## config.mk

```make
export PLATFORM = sky130hd
export DESIGN_NAME = change_dispenser
export DESIGN_NICKNAME = d
export VERILOG_FILES = /design/src/rtl/vend_pkg.sv /design/src/rtl/change_coin_select.sv /design/src/rtl/change_dispenser.sv
export SDC_FILE = /design/constraint.sdc
export NUM_CORES = 1
export LEC_CHECK = 0
export ABC_AREA = 1
export CORE_MARGIN = 2
export CORE_UTILIZATION = 40
export DETAILED_ROUTE_END_ITERATION = 7
export GPL_TIMING_DRIVEN = 0
export HOLD_SLACK_MARGIN = 0.03
export PLACE_DENSITY = 0.62
export SLEW_MARGIN = 10
export SYNTH_ARGS = -nofsm -noshare
export SYNTH_HDL_FRONTEND = slang
export SYNTH_HIERARCHICAL = 1
export SYNTH_SLANG_ARGS = --single-unit
```

## constraint.sdc

```tcl
create_clock -name clk -period 2.4 [get_ports clk]
set_input_delay 0.72 -clock clk [delete_from_list [all_inputs] [get_ports clk]]
set_output_delay 0.72 -clock clk [all_outputs]
set_load 0.005 [all_outputs]
```

## src/rtl/vend_pkg.sv

```systemverilog
// Shared vending-machine definitions: coin values, coin one-hot encoding and
// change-dispenser FSM states. Imported by the vending FSM and the change path.
package vend_pkg;

    localparam int unsigned COIN_5  = 5;
    localparam int unsigned COIN_10 = 10;
    localparam int unsigned COIN_25 = 25;

    // One-hot hopper request, bit order {25c,10c,5c}.
    typedef enum logic [2:0] {
        COIN_NONE   = 3'b000,
        COIN_SEL_5  = 3'b001,
        COIN_SEL_10 = 3'b010,
        COIN_SEL_25 = 3'b100
    } coin_sel_t;

    typedef enum logic [2:0] {
        CHG_IDLE,
        CHG_SELECT,
        CHG_REQUEST,
        CHG_RELEASE,
        CHG_DONE,
        CHG_FAULT
    } change_state_t;

endpackage

```

## src/rtl/change_coin_select.sv

```systemverilog
// Combinational greedy coin picker: largest available coin not exceeding the
// remaining amount, or COIN_NONE when nothing fits.
module change_coin_select
    import vend_pkg::*;
#(
    parameter int AMT_W = 8
) (
    input  logic [AMT_W-1:0] remaining,
    input  logic [2:0]       avail,
    output coin_sel_t        sel,
    output logic [AMT_W-1:0] value
);

    // NOTE: every output gets a default before the priority chain so no path
    // leaves a value unassigned, which would otherwise infer a latch.
    always_comb begin
        sel   = COIN_NONE;
        value = '0;
        if (avail[2] && (remaining >= AMT_W'(COIN_25))) begin
            sel   = COIN_SEL_25;
            value = AMT_W'(COIN_25);
        end else if (avail[1] && (remaining >= AMT_W'(COIN_10))) begin
            sel   = COIN_SEL_10;
            value = AMT_W'(COIN_10);
        end else if (avail[0] && (remaining >= AMT_W'(COIN_5))) begin
            sel   = COIN_SEL_5;
            value = AMT_W'(COIN_5);
        end
    end

endmodule

```

## src/rtl/change_dispenser.sv

```systemverilog
// Change payout controller: greedy coin selection, 4-phase req/ack to the hopper,
// ack timeout fault. Per-denomination inventory is kept when CHANGE_INVENTORY_EN is defined.
module change_dispenser
    import vend_pkg::*;
#(
    parameter int AMT_W       = 8,
    parameter int ACK_TIMEOUT = 255,
    parameter int INV_W       = 6,
    parameter int INV_INIT    = 20
) (
    input  logic             clk,
    input  logic             reset,
    input  logic             start,
    input  logic [AMT_W-1:0] amount,
    output logic [2:0]       coin_req,
    input  logic             coin_ack,
    input  logic             restock,
    output logic             busy,
    output logic             done,
    output logic [AMT_W-1:0] shortfall,
    output logic             fault
);

    localparam int TMR_W = $clog2(ACK_TIMEOUT + 1);

    change_state_t    state, state_nxt;
    logic [AMT_W-1:0] remaining, remaining_nxt;
    logic [AMT_W-1:0] shortfall_q, shortfall_nxt;
    logic [TMR_W-1:0] timer, timer_nxt;
    coin_sel_t        coin_sel_q, coin_sel_nxt;
    logic [AMT_W-1:0] coin_val_q, coin_val_nxt;
    logic             take_coin;

    coin_sel_t        pick_sel;
    logic [AMT_W-1:0] pick_val;
    logic [2:0]       avail;

    change_coin_select #(.AMT_W(AMT_W)) u_select (
        .remaining (remaining),
        .avail     (avail),
        .sel       (pick_sel),
        .value     (pick_val)
    );

    // NOTE: sequential state uses non-blocking assignments so every register
    // samples pre-edge values; the async reset branch comes first.
    always_ff @(posedge clk or posedge reset) begin
        if (reset) begin
            state       <= CHG_IDLE;
            remaining   <= '0;
            shortfall_q <= '0;
            timer       <= '0;
            coin_sel_q  <= COIN_NONE;
            coin_val_q  <= '0;
        end else begin
            state       <= state_nxt;
            remaining   <= remaining_nxt;
            shortfall_q <= shortfall_nxt;
            timer       <= timer_nxt;
            coin_sel_q  <= coin_sel_nxt;
            coin_val_q  <= coin_val_nxt;
        end
    end

    always_comb begin
        state_nxt     = state;
        remaining_nxt = remaining;
        shortfall_nxt = shortfall_q;
        timer_nxt     = timer;
        coin_sel_nxt  = coin_sel_q;
        coin_val_nxt  = coin_val_q;
        take_coin     = 1'b0;

        unique case (state)
            CHG_IDLE: begin
                if (start) begin
                    remaining_nxt = amount;
                    shortfall_nxt = '0;
                    state_nxt     = CHG_SELECT;
                end
            end
            CHG_SELECT: begin
                // The choice is latched so a restock during REQUEST cannot
                // change the coin already being requested.
                if (pick_sel != COIN_NONE) begin
                    coin_sel_nxt = pick_sel;
                    coin_val_nxt = pick_val;
                    timer_nxt    = '0;
                    state_nxt    = CHG_REQUEST;
                end else begin
                    shortfall_nxt = remaining;
                    state_nxt     = CHG_DONE;
                end
            end
            CHG_REQUEST: begin
                if (coin_ack) begin
                    remaining_nxt = remaining - coin_val_q;
                    take_coin     = 1'b1;
                    state_nxt     = CHG_RELEASE;
                end else if (timer == TMR_W'(ACK_TIMEOUT - 1)) begin
                    state_nxt = CHG_FAULT;
                end else begin
                    timer_nxt = timer + 1'b1;
                end
            end
            CHG_RELEASE: begin
                if (!coin_ack) begin
                    state_nxt = CHG_SELECT;
                end
            end
            CHG_DONE:  state_nxt = CHG_IDLE;
            CHG_FAULT: state_nxt = CHG_FAULT;
            default:   state_nxt = CHG_IDLE;
        endcase
    end

    // Outputs decode straight from registered state, so reset clears them at once.
    assign coin_req  = (state == CHG_REQUEST) ? coin_sel_q : 3'b000;
    assign busy      = (state != CHG_IDLE);
    assign done      = (state == CHG_DONE);
    assign fault     = (state == CHG_FAULT);
    assign shortfall = shortfall_q;

`ifdef CHANGE_INVENTORY_EN
    logic [2:0] held_bits;
    assign held_bits = coin_sel_q;

    for (genvar i = 0; i < 3; i++) begin : g_inv
        logic [INV_W-1:0] count;

        // Restock takes priority over a same-cycle payout decrement.
        always_ff @(posedge clk or posedge reset) begin
            if (reset) begin
                count <= INV_W'(INV_INIT);
            end else if (restock) begin
                count <= INV_W'(INV_INIT);
            end else if (take_coin && held_bits[i] && (count != '0)) begin
                count <= count - 1'b1;
            end
        end

        assign avail[i] = (count != '0);
    end
`else
    localparam int inv_cfg_unused = INV_W + INV_INIT;
    logic inv_unused;
    assign inv_unused = restock | take_coin;
    assign avail      = 3'b111;
`endif

endmodule

```

; Word level (Yosys, flattened, before mapping)
; Cells that the tools add are included.
[word_totals]
out_inout_bits = 14
elab_cells = 59
ff_bits = 38
in_bits = 13
[op_classes]
addsub = 2
muxes = 23
n_lt_le_gt_ge = 3
reduce_logical = 11
n_eq_ne = 14
[op_table]
columns = cell, count
row1 = 8-bit 2-to-1 mux, 9
row2 = 8-bit case mux with 2 select lines, 3
row3 = 3-bit 2-to-1 mux, 9
row4 = 3-bit case mux with 5 select lines, 1
row5 = 2-bit inequality test (second input constant), 7
row6 = 3-bit AND reduction, 3
row7 = 8-bit by 1-bit adder with 8-bit output (second input constant), 1
row8 = 8-bit == test (second input constant), 1
row9 = 8-bit by 3-bit greater-or-equal comparator with 1-bit output (second input constant), 1
row10 = 8-bit by 4-bit greater-or-equal comparator with 1-bit output (second input constant), 1
row11 = 8-bit by 5-bit greater-or-equal comparator with 1-bit output (second input constant), 1
row12 = 8-bit subtractor, 1
row13 = 3-bit by 2-bit == test with 1-bit output (second input constant), 2
row14 = 3-bit == test (second input constant), 2
row15 = 2-bit nonzero test, 3
row16 = 3-bit nonzero test, 2
row17 = 4-bit AND reduction, 1
row18 = 3-bit by 1-bit == test with 1-bit output (second input constant), 1
row19 = 3-bit zero test, 1
row20 = 3-bit inequality test (second input constant), 1
row21 = 2-bit AND reduction, 1
row22 = 1-bit 2-to-1 mux, 1

; Longest topological paths before layout
; Gate-level depths: netlist of run 1.
[logic_depth]
word_depth = 7
mapped_depth = 15
depth_no_buf = 15

; Hierarchy
; The synthesis of run 1 kept the hierarchy.
[modules_own_cells]
columns = mod, area_each_um2, seq_area_each_um2, cells_per_inst, n_inst
row1 = change_dispenser, 2258.4, 950.9, 300, 1
row2 = change_coin_select, 185.2, 0.0, 35, 1

; Least setup slack after synthesis of run 1
; No wires, ideal clock.
[synth_path]
path_type = register to output
startpoint = register state[2]
endpoint = output port coin_req[0]
setup_slack_ns = 0.599
path_buffers = 1
arrival_time_ns = 1.081
t_required_ns = 1.680
path_stages_with_launch = 7
path_cell_list = dfrtp_1 -> inv_2 -> nand2_1 -> inv_2 -> nand2_1 -> buf_2 -> nor2_1
[synth_between]
elab_chain_cells = 2
[synth_rtl]
columns = element, line_no
row1 = "start, declared", change_dispenser.sv:26  ; change_state_t state, state_nxt;
row2 = "start signal, assigned", change_dispenser.sv:56  ; state <= state_nxt;
row3 = 3-bit by 2-bit == test with 1-bit output, change_dispenser.sv:118  ; assign coin_req = (state == CHG_REQUEST) ? coin_sel_q : 3'b000;
row4 = 3-bit 2-to-1 mux, change_dispenser.sv:118
row5 = "end, declared", change_dispenser.sv:15  ; output logic [2:0] coin_req,
; Every way passes these cells.

; Final worst setup path of run 1
[layout_path]
startpoint = register state[0]
endpoint = output port done
[layout_between]
elab_chain_cells = 1
[layout_rtl]
columns = element, line_no
row1 = 3-bit == test, change_dispenser.sv:120  ; assign done = (state == CHG_DONE);
row2 = "end, declared", change_dispenser.sv:19  ; output logic done,
; Every way passes these cells.

==> results of run 1 <==
-- how the worst max path moves through the flow --
stage,from,to,slack (ps),cells after the start
3_3_place_gp,reset,state[0],-110,2
2_1_floorplan,state[2],coin_req[0],600,6
4_1_cts,state[1],fault,60,4
6_report,state[0],done,130,3
5_1_grt,state[2],done,20,4
3_5_place_dp,state[2],coin_req[2],-130,7
-- power by group --
group	internal [uW]	switching, uW
clock	444	246
combinational	867	1270
sequential	884	205
-- state kept, by name, indices dropped and copies added (netlist names) --
signal and flops:
coin_val_q 8, remaining 8, shortfall 8, timer 8, coin_sel_q 3, state 3
-- layer usage --
metal	wire length [um]	share of wire [%]	up-vias
met2	2380	44	35
met4	82	1.5	0
li1	-	-	1123
met5	0	0	-
met1	2810	52	962
met3	151	2.8	6
-- synthesized netlist by cell type --
library cell and number:
nand3_1 24, nand4_4 1, nand4_2 1, buf_4 7, buf_2 3, nand3b_1 3
ha_1 9, nor2_1 31, a21oi_1 10, o21ai_1 6, inv_2 6, a21boi_2 1
buf_6 1, and3_1 1, fa_1 1, nand2_2 5, nand3_2 1, nor3_1 4
mux2_4 1, conb_1 2, o21ai_0 11, nand4_1 4, or2_2 2, xnor2_1 1
nand3_4 2, dfrtp_1 38, o31ai_1 3, nor2_2 3, xor2_1 5, mux2_2 1
inv_1 45, nand2_1 102
-- critical path, delay by kind of cell (launching register included) --
family / cells / cell delay, ps
buf+inv: 2 / 680
flops: 1 / 410
simple gates: 1 / 160
-- repair_timing --
item,CTS,global route
setup buffers,4,0
resized for setup,10,1
endpoints found under the hold margin,0,0
setup endpoints to repair,3,1
-- final cells by class --
class | instances | area share, %
Inverter | 51 | 6.44
Multi-Input combinational cell | 240 | 41.4
Timing Repair Buffer | 30 | 9.84
Tap cell | 75 | 3.11
Clock buffer | 6 | 2.74
Clock inverter | 2 | 1.99
Sequential cell | 38 | 31.6
Buffer | 11 | 2.82
-- cells by family (layout without fill, tap and decap cells) --
| group | Yosys count | after routing | synth area share, % |
|---|---|---|---|
| flip-flops | 38 | 38 | 38.9 |
| buffers and inverters | 62 | 100 | 11.1 |
| other | 2 | 7 | 0.307 |
| multiplexers | 2 | 2 | 1.08 |
| AND/OR/NAND/NOR | 184 | 184 | 34.2 |
| XOR/XNOR | 6 | 6 | 2.15 |
| adder cells (fa/ha/maj) | 10 | 10 | 5.43 |
| AO/OA/AOI/OAI | 31 | 31 | 6.91 |
-- per-stage QoR --
stage          hold WS, ps  worst slack [ps]  util [%]
6_report               493               127      50.9
5_1_grt                511              21.7      50.9
4_1_cts                495              61.2      50.9
3_5_place_dp           476              -134      47.7
3_3_place_gp           468              -114      47.4
2_1_floorplan          453               599         -
-- placed cells by master (no fill, tap or decap), types with 2 or more instances in the layout --
cell,instances
nor2_2,3
o31ai_1,3
dfrtp_1,37
buf_6,2
ha_1,9
or2_2,2
nand3_4,2
nor3_1,4
a21oi_1,10
nand2_2,5
buf_4,11
o21ai_1,6
inv_1,42
nand3b_1,3
nor2_1,31
nand3_1,24
xor2_1,5
conb_1,7
o21ai_0,11
nand4_1,4
bufinv_16,2
nand2_1,101
clkdlybuf4s50_1,22
clkbuf_8,6
dlygate4sd2_1,3
inv_2,8
buf_2,2
==> results.md, run 1 <==
* Fin. max-slew vios at 0
* Setup violations, final at 0
* Rows at 28
* Register area at around 950 um2
* Clock buffer depth at 2
* Top Usage Layer GRT: met2
* Die area at roughly 6800 um2
* 1st-iter DRT viols at 64
* Final cycle utilization of the critical path at a little over nine tenths
* DR vias at approximately 2,100
* Fin area at 3010 um2
* Setup TNS Final at 0 ps
* I/O pin cnt at 27
* Hold Crit Class: flip-flop to flip-flop
* Crit Path Category: flip-flop to output pin
* Ys Warns at 6
* Avg Vias per Cell at between 4 and 5
* Leakage at 0.00157 uW
* Antenna diodes at 0
* First-pass GRT wire length at roughly 9.0 mm
* Critical-path top delay cell: clkdlybuf4s50_1
* RSZ-0062 raised after global routing: false
* Clk pin slew, worst setup/hold paths at ~80 ps
* Worst r2r path cells at 13
* Non-filler cells, final at around 450
* Buffer type at the clock tree root: clkbuf_8
* Dpl cell area at 2830 um2
* R2R setup slack at around 370 ps
* Mapped Cells at 335
* Synth cell types at 32
* WL final at 5.43 mm
* CP Data Arrival Time at approximately 1600 ps
* Average size of a mapped cell at 7.29 um2
* Register area share after synthesis at between 30% and 40%
* Mapped Area at 2440 um2
* Yosys top cell by area: dfrtp_1
* Wire length per cell at approximately 12 um
* H-tree depth at 2
* Routed Antenna Nets at 0
* Core area at a little under 6000 um2
* Hold Path Stages at 2
* Skew final at roughly 8.6 ps
* Sink Count at 38
* Hold EP: coin_sel_q[2]
* Final min period at about 2300 ps
* CP cell instances: buf_4, nor3_1, clkdlybuf4s50_1
* CP max stage delay at roughly 520 ps
* Fill cell total of the finished layout at roughly 600
* Largest net degree at the start of global routing at 28
* GPL Wtd Cong at between 0.8 and 0.9
* IO buf count at 25
* Status: finished clean
* Antenna violations before repair at 0
* RR Startpoint: remaining[6]
* Die W at around 82 um
* Worst r2r dst: timer[1]
* Final hold viol count at 0
* Met2 Usage GRT at between 20% and 30%
* Synthesis-to-layout area growth at 23.3%
* CTS Buf Count at 5
* Multi-input logic area at approximately 1200 um2
* Share of the synthesized area in the top cell type at between 30% and 40%
* Layout cell share with drive strength beyond 1 at between 10 and 15%
* Fin nets at 400
* Type of origin of the critical path: flip-flop
* Die height at about 80 um
* GRT met3 Usage at about 3.7%
* 1st-pass router iterations at 4
* Total track usage at ~18%
* CP Max Fanout at 6
* CP endpoint kind: output pin
* Maximum clock rate at 440 MHz
* Post-DP HPWL at 4.11 mm
* CTS tree: done
* Vias in the first global route at approximately 1,900
* Met1 GRT Util at approximately a quarter
* Hold buffers post-CTS at 0
* Largest cells by area after synthesis: dfrtp_1 (39%), nand2_1 (16%), inv_1 (6.9%)
* VDD IR-drop max at ~0.00055 V
* PwrDens at ~1300 nW/um2
* Initial Utilization at 41.3%
* Hold Crit Start: coin_sel_q[2]
* Clock latency on the worst-skew pair at 300 ps
* Total gr overflow at 0
* CP required at between 1500 and 2000 ps
* Drt drc at 0
* DP Cell Count at between 400 and 500
* Pwr Total at 3910 uW
* Max-Cap Viols at 0
* Synthesized flop and latch total at 38
No activity file was read; power rests on OpenSTA's default activity.
==> run 2, diff against run 1 <==
ABC_AREA = not set   (was 1)
PLACE_DENSITY = 0.63   (was 0.62)
SETUP_SLACK_MARGIN = 0.1   (was not set)
SKIP_CTS_REPAIR_TIMING = 1   (was not set)
==> run 2 against run 1 <==
The flow now finishes with violations (setup timing). Core utilization increased by 7.3 points. Design area increased by 5.1%. Combinational power increased by 14%. First-iteration DRC count increased by 30%. Clock power decreased by 38%. Clock skew decreased by 4.4 ps. Total power increased by 0.87%. Fmax decreased by 17%. Routed wire length decreased by 5.3%. Sequential cell count unchanged. Die area decreased by 8.2%. Non-clock buffer count increased by 28. Critical path type is now flip-flop to flip-flop. Largest cell class unchanged. Largest power group unchanged.
==> results.md, run 2 <==
* Largest cells by area after synthesis: dfrtp_1 (43%), nand2_1 (6.9%), o21ai_0 (5.6%)
* Clock buffer depth at 2 (unchanged)
* CP required at 2580 ps (+900 ps)
* Synthesis-to-layout area growth at 41.8%
* Dpl cell area at 2640 um2 (-6.5%)
* Rows at 27 (-3.6%)
* Fin. max-slew vios at 0 (unchanged)
* Clk pin slew, worst setup/hold paths at 70 ps (about the same)
* 1st-iter DRT viols at 83 (+30%)
* Mapped Cells at 248 (-26%)
* RR Startpoint: remaining[0]
* Type of origin of the critical path: flip-flop
* Core area at 5440 um2 (-8.1%)
* Register area at 957 um2 (+0.53%)
* H-tree depth at 2 (unchanged)
* Fin area at 3170 um2 (+5.1%)
* Buffer type at the clock tree root: clkbuf_8
* R2R setup slack at -350 ps (-720 ps)
* Antenna diodes at 0 (unchanged)
* Non-filler cells, final at 388 (-14%)
* Synth Flop Type: dfrtp_1
* DP Cell Count at 353 (-20%)
* Hold Path Stages at 2 (unchanged)
* CTS tree: done
* Multi-input logic area at 1330 um2 (+6.5%)
* Synth cell count leaders: nand2_1 (41), dfrtp_1 (38), o21ai_0 (25)
* Worst r2r dst: timer[3]
* CP Max Fanout at 7 (+1)
* GPL Wtd Cong at 0.770 (-6.0%)
* Total gr overflow at 0 (unchanged)
* Ys async rst share at 100% (unchanged)
* Avg Vias per Cell at 4.95 (+5.4%)
* Leading cell types in the layout, fill and taps excluded: dfrtp_1 (33), buf_4 (31), nand2_1 (24)
* Die height at 78.7 um (-4.2%)
* DR vias at 1,919 (-9.7%)
* Hold Crit Class: flip-flop to flip-flop
* First-pass GRT wire length at 8.26 mm (-8.3%)
* WL final at 5.14 mm (-5.3%)
* Synthesized flop and latch total at 38 (unchanged)
* Setup crit end: timer[3]
* Worst setup margin at -351 ps (-478 ps)
* CP Data Arrival Time at 2930 ps (+1380 ps)
* CP endpoint kind: flip-flop
* Total track usage at 17.2% (-0.76 points)
* Register area share after synthesis at 42.6% (+3.7 points)
* Wire length per cell at 13.2 um (+11%)
* I/O pin cnt at 27 (unchanged)
* Critical Path Source: remaining[0]
* PwrDens at 1250 nW/um2 (-4.0%)
* Antenna violations before repair at 0 (unchanged)
* Die W at 78.7 um (-4.2%)
* Die area at 6200 um2 (-8.2%)
* Skew final at 4.20 ps (-4.42 ps)
* Fill cell total of the finished layout at 488 (-20%)
* Routed Antenna Nets at 0 (unchanged)
* Crit Path Category: flip-flop to flip-flop
* Synth cell types at 53 (+66%)
* Layout cell share with drive strength beyond 1 at 32.9% (+19 points)
* Failing checks: setup timing
* Clock latency on the worst-skew pair at 290 ps (about the same)
* Hold_ws at 483 ps (-9.59 ps)
* Final min period at 2750 ps (+478 ps)
* Setup violations, final at 17 (+17)
* RSZ-0062 raised after global routing: true
* Final core utilization at 58.2% (+7.3 points)
* Max-Cap Viols at 0 (unchanged)
* Mapped Area at 2230 um2 (-8.6%)
* EDFF count, synth at 0 (unchanged)
* 1st-pass router iterations at 4 (unchanged)
* Initial Utilization at 41.1% (-0.21 points)
* Final cycle utilization of the critical path at 115% (+20 points)
* Top-count cell post-synth: nand2_1
* Worst r2r path cells at 11 (-2)
* Drt drc at 0 (unchanged)
* Average size of a mapped cell at 9.01 um2 (+23%)
* Ys Warns at 6 (unchanged)
* Largest net degree at the start of global routing at 39 (+39%)
* Most common cell after layout, fill and taps aside: dfrtp_1
* VDD IR-drop max at 0.000483 V (-11%)
* Post-DP HPWL at 3.44 mm (-16%)
* IO buf count at 25 (unchanged)
* Fin nets at 338 (-16%)
* Maximum clock rate at 363 MHz (-17%)
* DP Worst Slack at -306 ps (-172 ps)
* Vias in the first global route at 1,719 (-9.2%)
* Yosys top cell by area: dfrtp_1
* Status: complete, but fails checks
* Final hold viol count at 0 (unchanged)
* Sink Count at 38 (unchanged)
* CTS Buf Count at 5 (unchanged)
* Share of the synthesized area in the top cell type at 42.6% (+3.7 points)
* Leakage at 0.00147 uW (-6.6%)
[run 2: routing by layer]
layer | GRT usage [%] | routed length (um) | up-vias
met5 | 0 | 0 | -
met4 | 6.32 | 100 | 0
met3 | 4.55 | 161 | 8
met2 | 27.0 | 2560 | 26
met1 | 22.8 | 2320 | 921
li1 | - | - | 964
[run 2: critical path, stage by stage (launching register included)]
cell	delay (ps)
dfrtp_1	440
o311a_4	410
o41ai_4	360
inv_2	130
nor3_4	280
nor3_4	90
nand2b_4	140
buf_6	140
a211oi_4	300
buf_4	170
xnor2_2	100
nor2_1	60
[run 2: layout make-up]
cell class / count / area share, %
buffer: 16 / 4.39
clock buffer: 8 / 2.53
inverter: 15 / 1.78
multi-input combinational: 186 / 42.0
sequential: 38 / 30.2
tap: 72 / 2.84
timing repair buffer: 53 / 16.2
[run 2: kinds of logic (layout without fill, tap and decap cells)]
group           count (synthesis)  in the layout  synth area share, %
simple gates                   93             93                 20.9
compound gates                 63             63                 19.0
flops                          38             38                 42.6
buf+inv                        31             92                 6.78
fa+ha+maj                      10             10                 5.94
xor+xnor                        9              9                 3.53
other cells                     2              9                0.336
mux                             2              2                0.952
[run 2: worst min-delay path by stage]
| stage | start | endpoint | slack, ps |
|---|---|---|---|
| 2_1_floorplan | coin_sel_q[0] | coin_sel_q[0] | 440 |
| 3_3_place_gp | coin_sel_q[0] | coin_sel_q[0] | 460 |
| 3_5_place_dp | coin_sel_q[0] | coin_sel_q[0] | 470 |
| 4_1_cts | coin_sel_q[0] | coin_sel_q[0] | 480 |
| 5_1_grt | coin_sel_q[0] | coin_sel_q[0] | 500 |
| 6_report | coin_sel_q[0] | coin_sel_q[0] | 480 |
[run 2: per-stage QoR]
step                      total power [uW]  TNS (ps)
after floorplan                       2390     -2.92
after global placement                2860     -7500
after detailed placement              2900     -5760
after CTS                             3340     -6500
after global routing                  4290     -5220
final                                 3950     -3330
[run 2: where the power goes]
part / internal [uW] / switching (uW)
sequential: 885 / 193
clock: 207 / 221
combinational: 1240 / 1210
total: 2330 / 1620
==> run 3, diff against run 2 <==
CORE_MARGIN = 5   (was 2)
==> run 3 against run 2 <==
The run still ends with setup timing left. Fmax is 1.5% higher. Critical path depth stayed put. Via count is 0.68% higher. Sequential share of layout area is 0.25 points lower. Non-clock buffer count is 3 higher. Sequential cell count stayed put. Register-to-register slack better by 40 ps. Sequential power hardly changed. Core utilization is 0.12 points higher. Total power is 3.1% higher. Critical path type unchanged. Highest routed layer unchanged.
==> results.md, run 3 (same netlist as run 2, synthesis figures left out) <==
* Skew final at 5.53 ps (+1.33 ps)
* Clk pin slew, worst setup/hold paths at 70 ps (about the same)
* Clock latency on the worst-skew pair at 290 ps (about the same)
* Antenna diodes at 0 (unchanged)
* Total gr overflow at 0 (unchanged)
* Final hold viol count at 0 (unchanged)
* Status: complete, but fails checks
* CP endpoint kind: flip-flop
* CTS tree: done
* Die height at 84.7 um (+7.6%)
* Buffer type at the clock tree root: clkbuf_8
* Pwr Total at 4070 uW (+3.1%)
* Final core utilization at 58.3% (+0.12 points)
* H-tree depth at 2 (unchanged)
* Register area at 957 um2 (unchanged)
* Total track usage at 14.1% (-3.1 points)
* Hold EP: coin_sel_q[0]
* Type of origin of the critical path: flip-flop
* Sink Count at 38 (unchanged)
* IO buf count at 25 (unchanged)
* Largest net degree at the start of global routing at 31 (-21%)
* Final cycle utilization of the critical path at 113% (-1.7 points)
* CP Data Arrival Time at 2890 ps (-40 ps)
* CP required at 2580 ps (about the same)
* Maximum clock rate at 369 MHz (+1.5%)
* Drt drc at 0 (unchanged)
* Hold Crit Class: flip-flop to flip-flop
* First-pass GRT wire length at 8.17 mm (-1.1%)
* I/O pin cnt at 27 (unchanged)
* 1st-pass router iterations at 4 (unchanged)
* Fill cell total of the finished layout at 495 (+1.4%)
* Antenna violations before repair at 0 (unchanged)
* GPL Wtd Cong at 0.813 (+5.6%)
* Rows at 27 (unchanged)
* Avg Vias per Cell at 4.94 (about the same)
* Final min period at 2710 ps (-40.8 ps)
* 1st-iter DRT viols at 100 (+20%)
* Worst r2r path cells at 11 (unchanged)
* Leading cell types in the layout, fill and taps excluded: buf_4 (33), dfrtp_1 (33), nand2_1 (30)
* PwrDens at 1270 nW/um2 (+2.2%)
* Routed Antenna Nets at 0 (unchanged)
* Failing checks: setup timing
* Die area at 7180 um2 (+16%)
* Die W at 84.7 um (+7.6%)
* Worst setup margin at -311 ps (+40.8 ps)
* Worst r2r dst: timer[5]
* Crit Path Category: flip-flop to flip-flop
* Leakage at 0.00153 uW (+3.9%)
* RSZ-0062 raised after global routing: true
* Fin nets at 341 (+0.89%)
* Vias in the first global route at 1,717 (-0.12%)
* CP Max Fanout at 5 (-2)
* WL final at 5.26 mm (+2.4%)
* Multi-input logic area at 1300 um2 (-2.3%)
* Fin. max-slew vios at 0 (unchanged)
* Core area at 5470 um2 (+0.62%)
* Initial Utilization at 40.8% (-0.25 points)
* Layout cell share with drive strength beyond 1 at 32.0% (-0.94 points)
* DR vias at 1,932 (+0.68%)
* RR Startpoint: remaining[0]
* Hold Path Stages at 2 (unchanged)
* R2R setup slack at -310 ps (+40 ps)
* Setup violations, final at 18 (+1)
* Clock buffer depth at 2 (unchanged)
* Max-Cap Viols at 0 (unchanged)
* Post-DP HPWL at 3.57 mm (+3.7%)
* VDD IR-drop max at 0.000515 V (+6.6%)
* Synthesis-to-layout area growth at 43.0%
* Hold Crit Start: coin_sel_q[0]
* CTS Buf Count at 5 (unchanged)
* Wire length per cell at 13.5 um (+1.6%)
[run 3: final cells by class]
class	instances	area share, %
timing repair buffer	56	17.4
tap	72	2.82
inverter	15	1.76
buffer	16	4.51
clock inverter	1	0.157
multi-input combinational	186	40.7
sequential	38	30.0
clock buffer	7	2.70
[run 3: worst max-delay path, cell delays in order (launching register included)]
cell and delay, ps:
dfrtp_1 420, o311a_1 410, o41ai_4 370, inv_2 120
nor3_4 290, nor3_4 90, nand2b_4 150, buf_6 140
a211oi_4 280, nand3_1 120, xor2_1 140, nor2_1 60
[run 3: power by group]
group / internal [uW] / total, uW / switching, uW
Sequential: 885 / 1090 / 202
Combinational: 1290 / 2520 / 1230
Clock: 232 / 460 / 228
Total: 2410 / 4070 / 1660
[run 3: layer usage]
metal / vias up / GRT usage [%] / part of all wire [%]
met2: 21 / 23.0 / 51
met5: - / 0 / 0
li1: 971 / - / -
met1: 938 / 18.8 / 46
met4: 0 / 4.17 / 0.38
met3: 2 / 2.85 / 2.8
[run 3: worst max-delay path by stage]
stage                 start          end  slack [ps]
6_report       remaining[0]     timer[5]        -310
5_1_grt        remaining[0]     timer[5]        -450
4_1_cts            state[2]  coin_req[0]        -500
3_5_place_dp   remaining[2]     timer[5]        -310
3_3_place_gp   remaining[2]     timer[5]        -310
2_1_floorplan  remaining[6]     timer[5]          -3
[run 3: stage by stage]
step                      setup slack (ps)  setup TNS (ps)  hold WS [ps]  cells  instance area (um2)
after floorplan                      -2.92           -2.92           438    255                 2280
after global placement                -305           -8370           458    352                 2620
after detailed placement              -310           -5640           464    353                 2640
after CTS                             -496           -6300           481    361                 2730
after global routing                  -452           -4760           530    391                 3190
final                                 -311           -2850           488    391                 3190
